### config.mk
export PLATFORM = sky130hd
export DESIGN_NAME = ex_mem_latch
export DESIGN_NICKNAME = d
export VERILOG_FILES = /design/src/rtl/ex_mem_latch.sv
export SDC_FILE = /design/constraint.sdc
export NUM_CORES = 1
export LEC_CHECK = 0
export CORE_AREA = 2 2 163 165
export DETAILED_ROUTE_END_ITERATION = 7
export DIE_AREA = 0 0 165 167
export GPL_TIMING_DRIVEN = 1
export HOLD_SLACK_MARGIN = 0.05
export SKIP_CTS_REPAIR_TIMING = 1
export SYNTH_ARGS = -nofsm -noshare
export SYNTH_HDL_FRONTEND = slang
export SYNTH_SLANG_ARGS = --single-unit
### constraint.sdc
create_clock -name CLK -period 2.3 [get_ports CLK]
set_input_delay 0.46 -clock CLK [delete_from_list [all_inputs] [get_ports CLK]]
set_output_delay 0.46 -clock CLK [all_outputs]
set_load 0.01 [all_outputs]
### src/rtl/ex_mem_latch.sv
`default_nettype none
// ============================================================================
// Module      : ex_mem_latch
// Description : EX/MEM pipeline register with data-memory request
//               sequencing. Captures execute results/controls, issues one
//               cache request per memory op and holds it until dhit, and
//               stalls the pipeline (dstall) while that request is pending.
//               Flush and an already-captured halt inject bubbles; halt is
//               sticky until reset.
// Ports       : CLK, nRST (async active-low)
//               ihit, dhit, dmemload, flush        - pipeline/cache status
//               alu_out, st_data, npc, ext, wreg, opcode,
//               MemRead, MemWrite, MemToReg, Reg_Wen, jal, halt
//                                                  - execute-stage inputs
//               *_q                                - registered copies
//               dREN, dWEN, daddr, dstore          - cache request
//               load_data                          - load result to MEM/WB
//               dstall                             - memory stage busy
//               perf_stall, perf_memops            - only with EXMEM_PERF_EN
// Option      : EXMEM_PERF_EN adds saturating stall/memory-op counters.
// Revision    : 1.0 - initial release
// ============================================================================
module ex_mem_latch #(
  parameter int WORD_W = 32,
  parameter int REG_W  = 5,
  parameter int OP_W   = 6
) (
  input  logic              CLK,
  input  logic              nRST,
  input  logic              ihit,
  input  logic              dhit,
  input  logic [WORD_W-1:0] dmemload,
  input  logic              flush,
  input  logic [WORD_W-1:0] alu_out,
  input  logic [WORD_W-1:0] st_data,
  input  logic [WORD_W-1:0] npc,
  input  logic [WORD_W-1:0] ext,
  input  logic [REG_W-1:0]  wreg,
  input  logic [OP_W-1:0]   opcode,
  input  logic              MemRead,
  input  logic              MemWrite,
  input  logic              MemToReg,
  input  logic              Reg_Wen,
  input  logic              jal,
  input  logic              halt,
  output logic [WORD_W-1:0] alu_out_q,
  output logic [WORD_W-1:0] st_data_q,
  output logic [WORD_W-1:0] npc_q,
  output logic [WORD_W-1:0] ext_q,
  output logic [REG_W-1:0]  wreg_q,
  output logic [OP_W-1:0]   opcode_q,
  output logic              MemRead_q,
  output logic              MemWrite_q,
  output logic              MemToReg_q,
  output logic              Reg_Wen_q,
  output logic              jal_q,
  output logic              halt_q,
  output logic              dREN,
  output logic              dWEN,
  output logic [WORD_W-1:0] daddr,
  output logic [WORD_W-1:0] dstore,
  output logic [WORD_W-1:0] load_data,
`ifdef EXMEM_PERF_EN
  output logic [WORD_W-1:0] perf_stall,
  output logic [WORD_W-1:0] perf_memops,
`endif
  output logic              dstall
);

  localparam logic [1:0] IDLE   = 2'd0;
  localparam logic [1:0] ACCESS = 2'd1;
  localparam logic [1:0] DONE   = 2'd2;

  logic [1:0]        state;
  logic [1:0]        next_state;
  logic [WORD_W-1:0] load_q;
  logic              adv;
  logic              bubble;
  logic              mem_op;

  // dstall is combinational on dhit so a hit lets the pipeline advance in
  // the same cycle the data returns.
  assign dstall = (state == ACCESS) & ~dhit;
  assign adv    = ihit & ~dstall;
  assign bubble = flush | halt_q;
  // Memory op as it will be captured (bubbles never start an access).
  assign mem_op = ~bubble & (MemRead | MemWrite);

  assign dREN      = (state == ACCESS) & MemRead_q;
  assign dWEN      = (state == ACCESS) & MemWrite_q;
  assign daddr     = alu_out_q;
  assign dstore    = st_data_q;
  assign load_data = (state == DONE) ? load_q : dmemload;

  always_comb begin
    next_state = state;
    case (state)
      IDLE, DONE: begin
        if (adv) next_state = mem_op ? ACCESS : IDLE;
      end
      ACCESS: begin
        // adv here implies dhit; back-to-back memory ops stay in ACCESS.
        if (adv)       next_state = mem_op ? ACCESS : IDLE;
        else if (dhit) next_state = DONE;
      end
      default: next_state = IDLE;
    endcase
  end

  always_ff @(posedge CLK or negedge nRST) begin
    if (!nRST) begin
      state <= IDLE;
      load_q <= '0;
    end else begin
      state <= next_state;
      if (state == ACCESS && dhit) load_q <= dmemload;
    end
  end

  always_ff @(posedge CLK or negedge nRST) begin
    if (!nRST) begin
      alu_out_q  <= '0;
      st_data_q  <= '0;
      npc_q      <= '0;
      ext_q      <= '0;
      wreg_q     <= '0;
      opcode_q   <= '0;
      MemRead_q  <= 1'b0;
      MemWrite_q <= 1'b0;
      MemToReg_q <= 1'b0;
      Reg_Wen_q  <= 1'b0;
      jal_q      <= 1'b0;
      halt_q     <= 1'b0;
    end else if (adv) begin
      if (bubble) begin
        alu_out_q  <= '0;
        st_data_q  <= '0;
        npc_q      <= '0;
        ext_q      <= '0;
        wreg_q     <= '0;
        opcode_q   <= '0;
        MemRead_q  <= 1'b0;
        MemWrite_q <= 1'b0;
        MemToReg_q <= 1'b0;
        Reg_Wen_q  <= 1'b0;
        jal_q      <= 1'b0;
        // Sticky: a captured halt survives every later bubble.
        halt_q     <= halt_q;
      end else begin
        alu_out_q  <= alu_out;
        st_data_q  <= st_data;
        npc_q      <= npc;
        ext_q      <= ext;
        wreg_q     <= wreg;
        opcode_q   <= opcode;
        MemRead_q  <= MemRead;
        MemWrite_q <= MemWrite;
        MemToReg_q <= MemToReg;
        Reg_Wen_q  <= Reg_Wen;
        jal_q      <= jal;
        halt_q     <= halt;
      end
    end
  end

`ifdef EXMEM_PERF_EN
  localparam logic [WORD_W-1:0] WORD_ONE = {{(WORD_W-1){1'b0}}, 1'b1};

  always_ff @(posedge CLK or negedge nRST) begin
    if (!nRST) begin
      perf_stall  <= '0;
      perf_memops <= '0;
    end else begin
      if (dstall && !(&perf_stall))
        perf_stall <= perf_stall + WORD_ONE;
      // Every transition into ACCESS, including ACCESS->ACCESS.
      if (adv && mem_op && !(&perf_memops))
        perf_memops <= perf_memops + WORD_ONE;
    end
  end
`endif

endmodule
`default_nettype wire

== Yosys cells after proc, flatten, opt, wreduce, memory -nomap -nowiden ==
Cells that the tools add are included.
Word-level totals
  output and inout port bits: 244
  word-level logic and storage cells: 50
  input bits: 182
  register bits after elaboration: 179
Operators by class
  mux-type cells: 17
  bitwise operators: 10
  reduce and logical (&&, ||, !) cells: 5
  eq/ne operators: 4
Operators by type and width (number)
  $mux W32: 5
  $mux W1: 6
  $mux W2: 3
  $mux W6: 1
  $and A1 B1 Y1: 5
  $mux W5: 1
  $pmux W2 S2: 1
  $reduce_and A2 Y1: 2
  $ne A3 B3 Y1 const B: 1
  $not A1 Y1: 3
  $eq A2 B1 Y1 const B: 1
  $eq A2 B2 Y1 const B: 1
  $logic_not A2 Y1: 1
  $ne A2 B2 Y1 const B: 1
  $or A1 B1 Y1: 2
  $reduce_or A2 Y1: 1
  $logic_and A1 B1 Y1: 1

== Longest topological paths before layout ==
  word-level depth: 6
  gate-level depth with buffers: 6
  depth with buffers taken out: 4

== Worst setup path before layout ==
No wires, ideal clock.
  path kind: flip-flop to output port
  from: register state[1]
  to: output load_data[12]
  arrival: 1.390 ns
  path slack: 0.450 ns
  stages on the path, launching flop included: 5
  buffers on the path: 2
  required time: 1.840 ns
  cell sequence: dfrtp_1 -> nand2b_1 -> clkbuf_1 -> clkbuf_1 -> mux2_2
On the way
  longest elaborated chain between the ends: 2
Ends and longest elaborated chain
  start: declaration: RTL line 74  | logic [1:0] state;
  start signal: assignment: RTL line 115  | state <= next_state;
  $eq A2 B2 Y1: RTL line 93  | assign load_data = (state == DONE) ? load_q : dmemload;
  $mux W32: RTL line 93
  end: declaration: RTL line 62  | output logic [WORD_W-1:0] load_data,
Every way passes these cells.

== Final worst setup path ==
  from: register state[1]
  to: output load_data[17]
The elaborated chain is that of the path after synthesis.

==> impl_results.md <==
- Seq/Total Area, Yosys: 0.620
- Area leader, netlist: dfrtp_1
- FF-to-FF path depth: 7
- Status: completed
- Syn nets: a little under 700
- Post-synth EDFFs: 0
- IO buf count: approximately 430
- Clk_skew: about 0.016 ns
- Achievable frequency: approximately 0.45 GHz
- Clock sink count: between 150 and 200
- Largest cells by area after synthesis: dfrtp_1, a22o_1, mux2_2, buf_4, buf_2
- Critical Path Start Type: flop
- Die area: between 20000 and 30000 µm²
- TritonCTS clock tree: done
- Initial Util: 0.280
- Post-Syn Area per Cell: 14.3 µm²
- Critical Path End Type: primary output
- Yosys cell types: 20
- DR vias/cell: approximately 4.6
- Number of H-tree levels: 4
- Top cell type's share of synthesized area: 0.620
- Slew headroom: 0.658
- Lkg Pwr: 5.59 nW
- GPL Wtd Cong: 0.767
- Layout net count: approximately 1100
- Core Area: between 20000 and 30000 µm²
- Ys async rst share: 1.00
- Main synth FF type: dfrtp_1
- Filler cell count: roughly 2300
- CP max FO: 12
- Die Wd: 165 µm
- Highest-delay cell along the critical path: dfrtp_2
- Internal Power: around 5.4 mW
- P per Cell Area: 580 nW/µm²
- Final instance area: between 10000 and 15000 µm²
- Critical path data arrival time: between 1.5 and 2 ns
- Net Switching: 1.76 mW
- Slew Limit Fails: 0
- Switch share: 0.247
- Syn Inst Count: between 500 and 600
- Root buffer cell: clkbuf_16
- GRT Total Usage: 0.166
- Final ANT Viol Nets: 0
- Layout cell share with drive strength beyond 1: 0.151
- DP Area: ~12000 µm²
- Clock group share of total power: 0.408
- Power, Total: just over 7 mW
- Die H: between 150 and 200 µm
- CP Cell Sequence: nand2b_4 > buf_6 > clkbuf_16 > mux2_2 > dlymetal6s2s_1
- Worst hold path depth: 1
- Synthesized area: roughly 7200 µm²
- Iter 0 DRT Violations: around 290
- # rows: a little under 60
- Residual DRC: 0
- Vias in the first global route: between 5000 and 6000
- Tcrit/Tclk final: 0.976
- Number of buffers created by CTS: 17
- Via count: 5640
- Max cap viols: 0
- N_diodes: 0
- DP Wirelength: 17700 µm
- Top-count cell post-synth: dfrtp_1
- Hold Crit Class: flop to flop
- Clk slew on worst S/H paths: 0.07 ns
- Hold Vio Cnt, Final: 0
- First-pass GRT wire length: around 35000 µm
- Final setup violation count: 0
- Synthesis Warnings: 0
- Worst EP required: around 1.8 ns
- Clock buffer depth: 2
- WL/cell: 19.2 µm
- Total I/O pin count: 426
- Setup TNS: 0 ns
- Largest net degree at the start of global routing: 55
- GRT overflow: 0
- Routed WL: between 20000 and 25000 µm
- Post-synth top cells: dfrtp_1, a22o_1, buf_4
- Initial DRT Pass Iterations: 4
- VDD IR max: between 0.0004 and 0.0005 V
- Initial antenna violation count: 1
- Comb power frac: 0.110
- P&R area growth vs syn: 70.7%
- Worst Tran Pin Value: 0.513 ns
- Sequential share of power: 0.482
- Crit Path Class: flop to primary output
- FF+latch count, synth: between 150 and 200
- Final min period: roughly 2.2 ns
- Clk Latency, worst-skew pair: between 0.4 and 0.5 ns
- Critical Path Max Stage Delay: around 0.45 ns
[final timing paths]
check | start | end | slack, ns
worst min-delay path | load_q[3] | load_q[3] | 0.50
worst max-delay path | state[1] | load_data[17] | 0.05
min in group asynchronous | nRST | load_q[8] | 0.57
max in group asynchronous | nRST | dstore[30] | 1.12
worst min register to register | load_q[3] | load_q[3] | 0.50
worst max register to register | state[1] | dstore[19] | 0.52
[state kept, by name, summed over array words and instances, names as in the netlist, 2 cells and up]
name	cells
ext_q	32
npc_q	32
alu_out_q	32
state	2
opcode_q	6
dstore	32
load_q	32
wreg_q	5
[metrics by stage]
step,worst slack [ns],instances,util,hold WS (ns)
finish,0.0546,1224,0.478,0.504
floorplan,0.450,504,-,0.164
global placement,-0.0895,1188,0.451,0.459
CTS,-0.273,1220,0.474,-0.0129
detailed placement,-0.0692,1188,0.451,0.457
global route,-0.00269,1224,0.478,0.521
[final cells by class]
type	count	area (µm²)	share of cell area
repair buffers	454	4740	0.385
flip-flops and latches	179	4480	0.363
well taps	335	419	0.0340
multi-input cells	222	2090	0.170
inverters	2	7.51	0.000609
clock inverters	13	130	0.0106
clock buffers	19	453	0.0367
[power by group through the flow]
| stage | clock network (mW) | logic, mW | registers [mW] |
|---|---|---|---|
| after floorplan | 0 | 0.273 | 3.48 |
| after global placement | 0 | 0.793 | 3.50 |
| after detailed placement | 0 | 0.807 | 3.51 |
| after CTS | 3.03 | 0.809 | 3.45 |
| after global routing | 3.14 | 0.848 | 3.47 |
| final | 2.92 | 0.783 | 3.45 |
[routing by layer]
| metal | part of all wire | routed length (µm) | GRT usage |
|---|---|---|---|
| met1 | 0.40 | 9400 | 0.199 |
| met4 | 0.016 | 380 | 0.0575 |
| met2 | 0.51 | 12000 | 0.284 |
| met3 | 0.072 | 1700 | 0.0441 |
| met5 | 0.00055 | 13 | 0 |
[cells in the final DEF (no fill, tap or decap), types with 2 or more instances in the layout]
cell type	netlist	final
clkdlybuf4s50_1	0	391
clkbuf_16	0	18
and2_1	2	2
buf_12	0	15
clkbuf_8	0	2
dlymetal6s2s_1	0	29
a22o_1	144	144
dfrtp_1	179	178
inv_8	0	5
nand2_1	2	2
buf_6	0	2
mux2_2	64	64
clkbuf_2	0	4
buf_4	66	10
inv_6	0	6
[cells by family after synthesis]
logic type             after synthesis  synth area share
DFF                                179             0.620
buffers and inverters              103            0.0918
AOI/OAI and AO/OA                  148             0.178
muxes                               64            0.0998
and+or+nand+nor                     10           0.00970
[worst max-delay path, delay by kind of cell, from the launching register on]
family | cells | cell delay [ns]
simple gates | 1 | 0.12
buf+inv | 3 | 0.46
flops | 1 | 0.45
mux | 1 | 0.33
(Power assumes the default switching activity.)
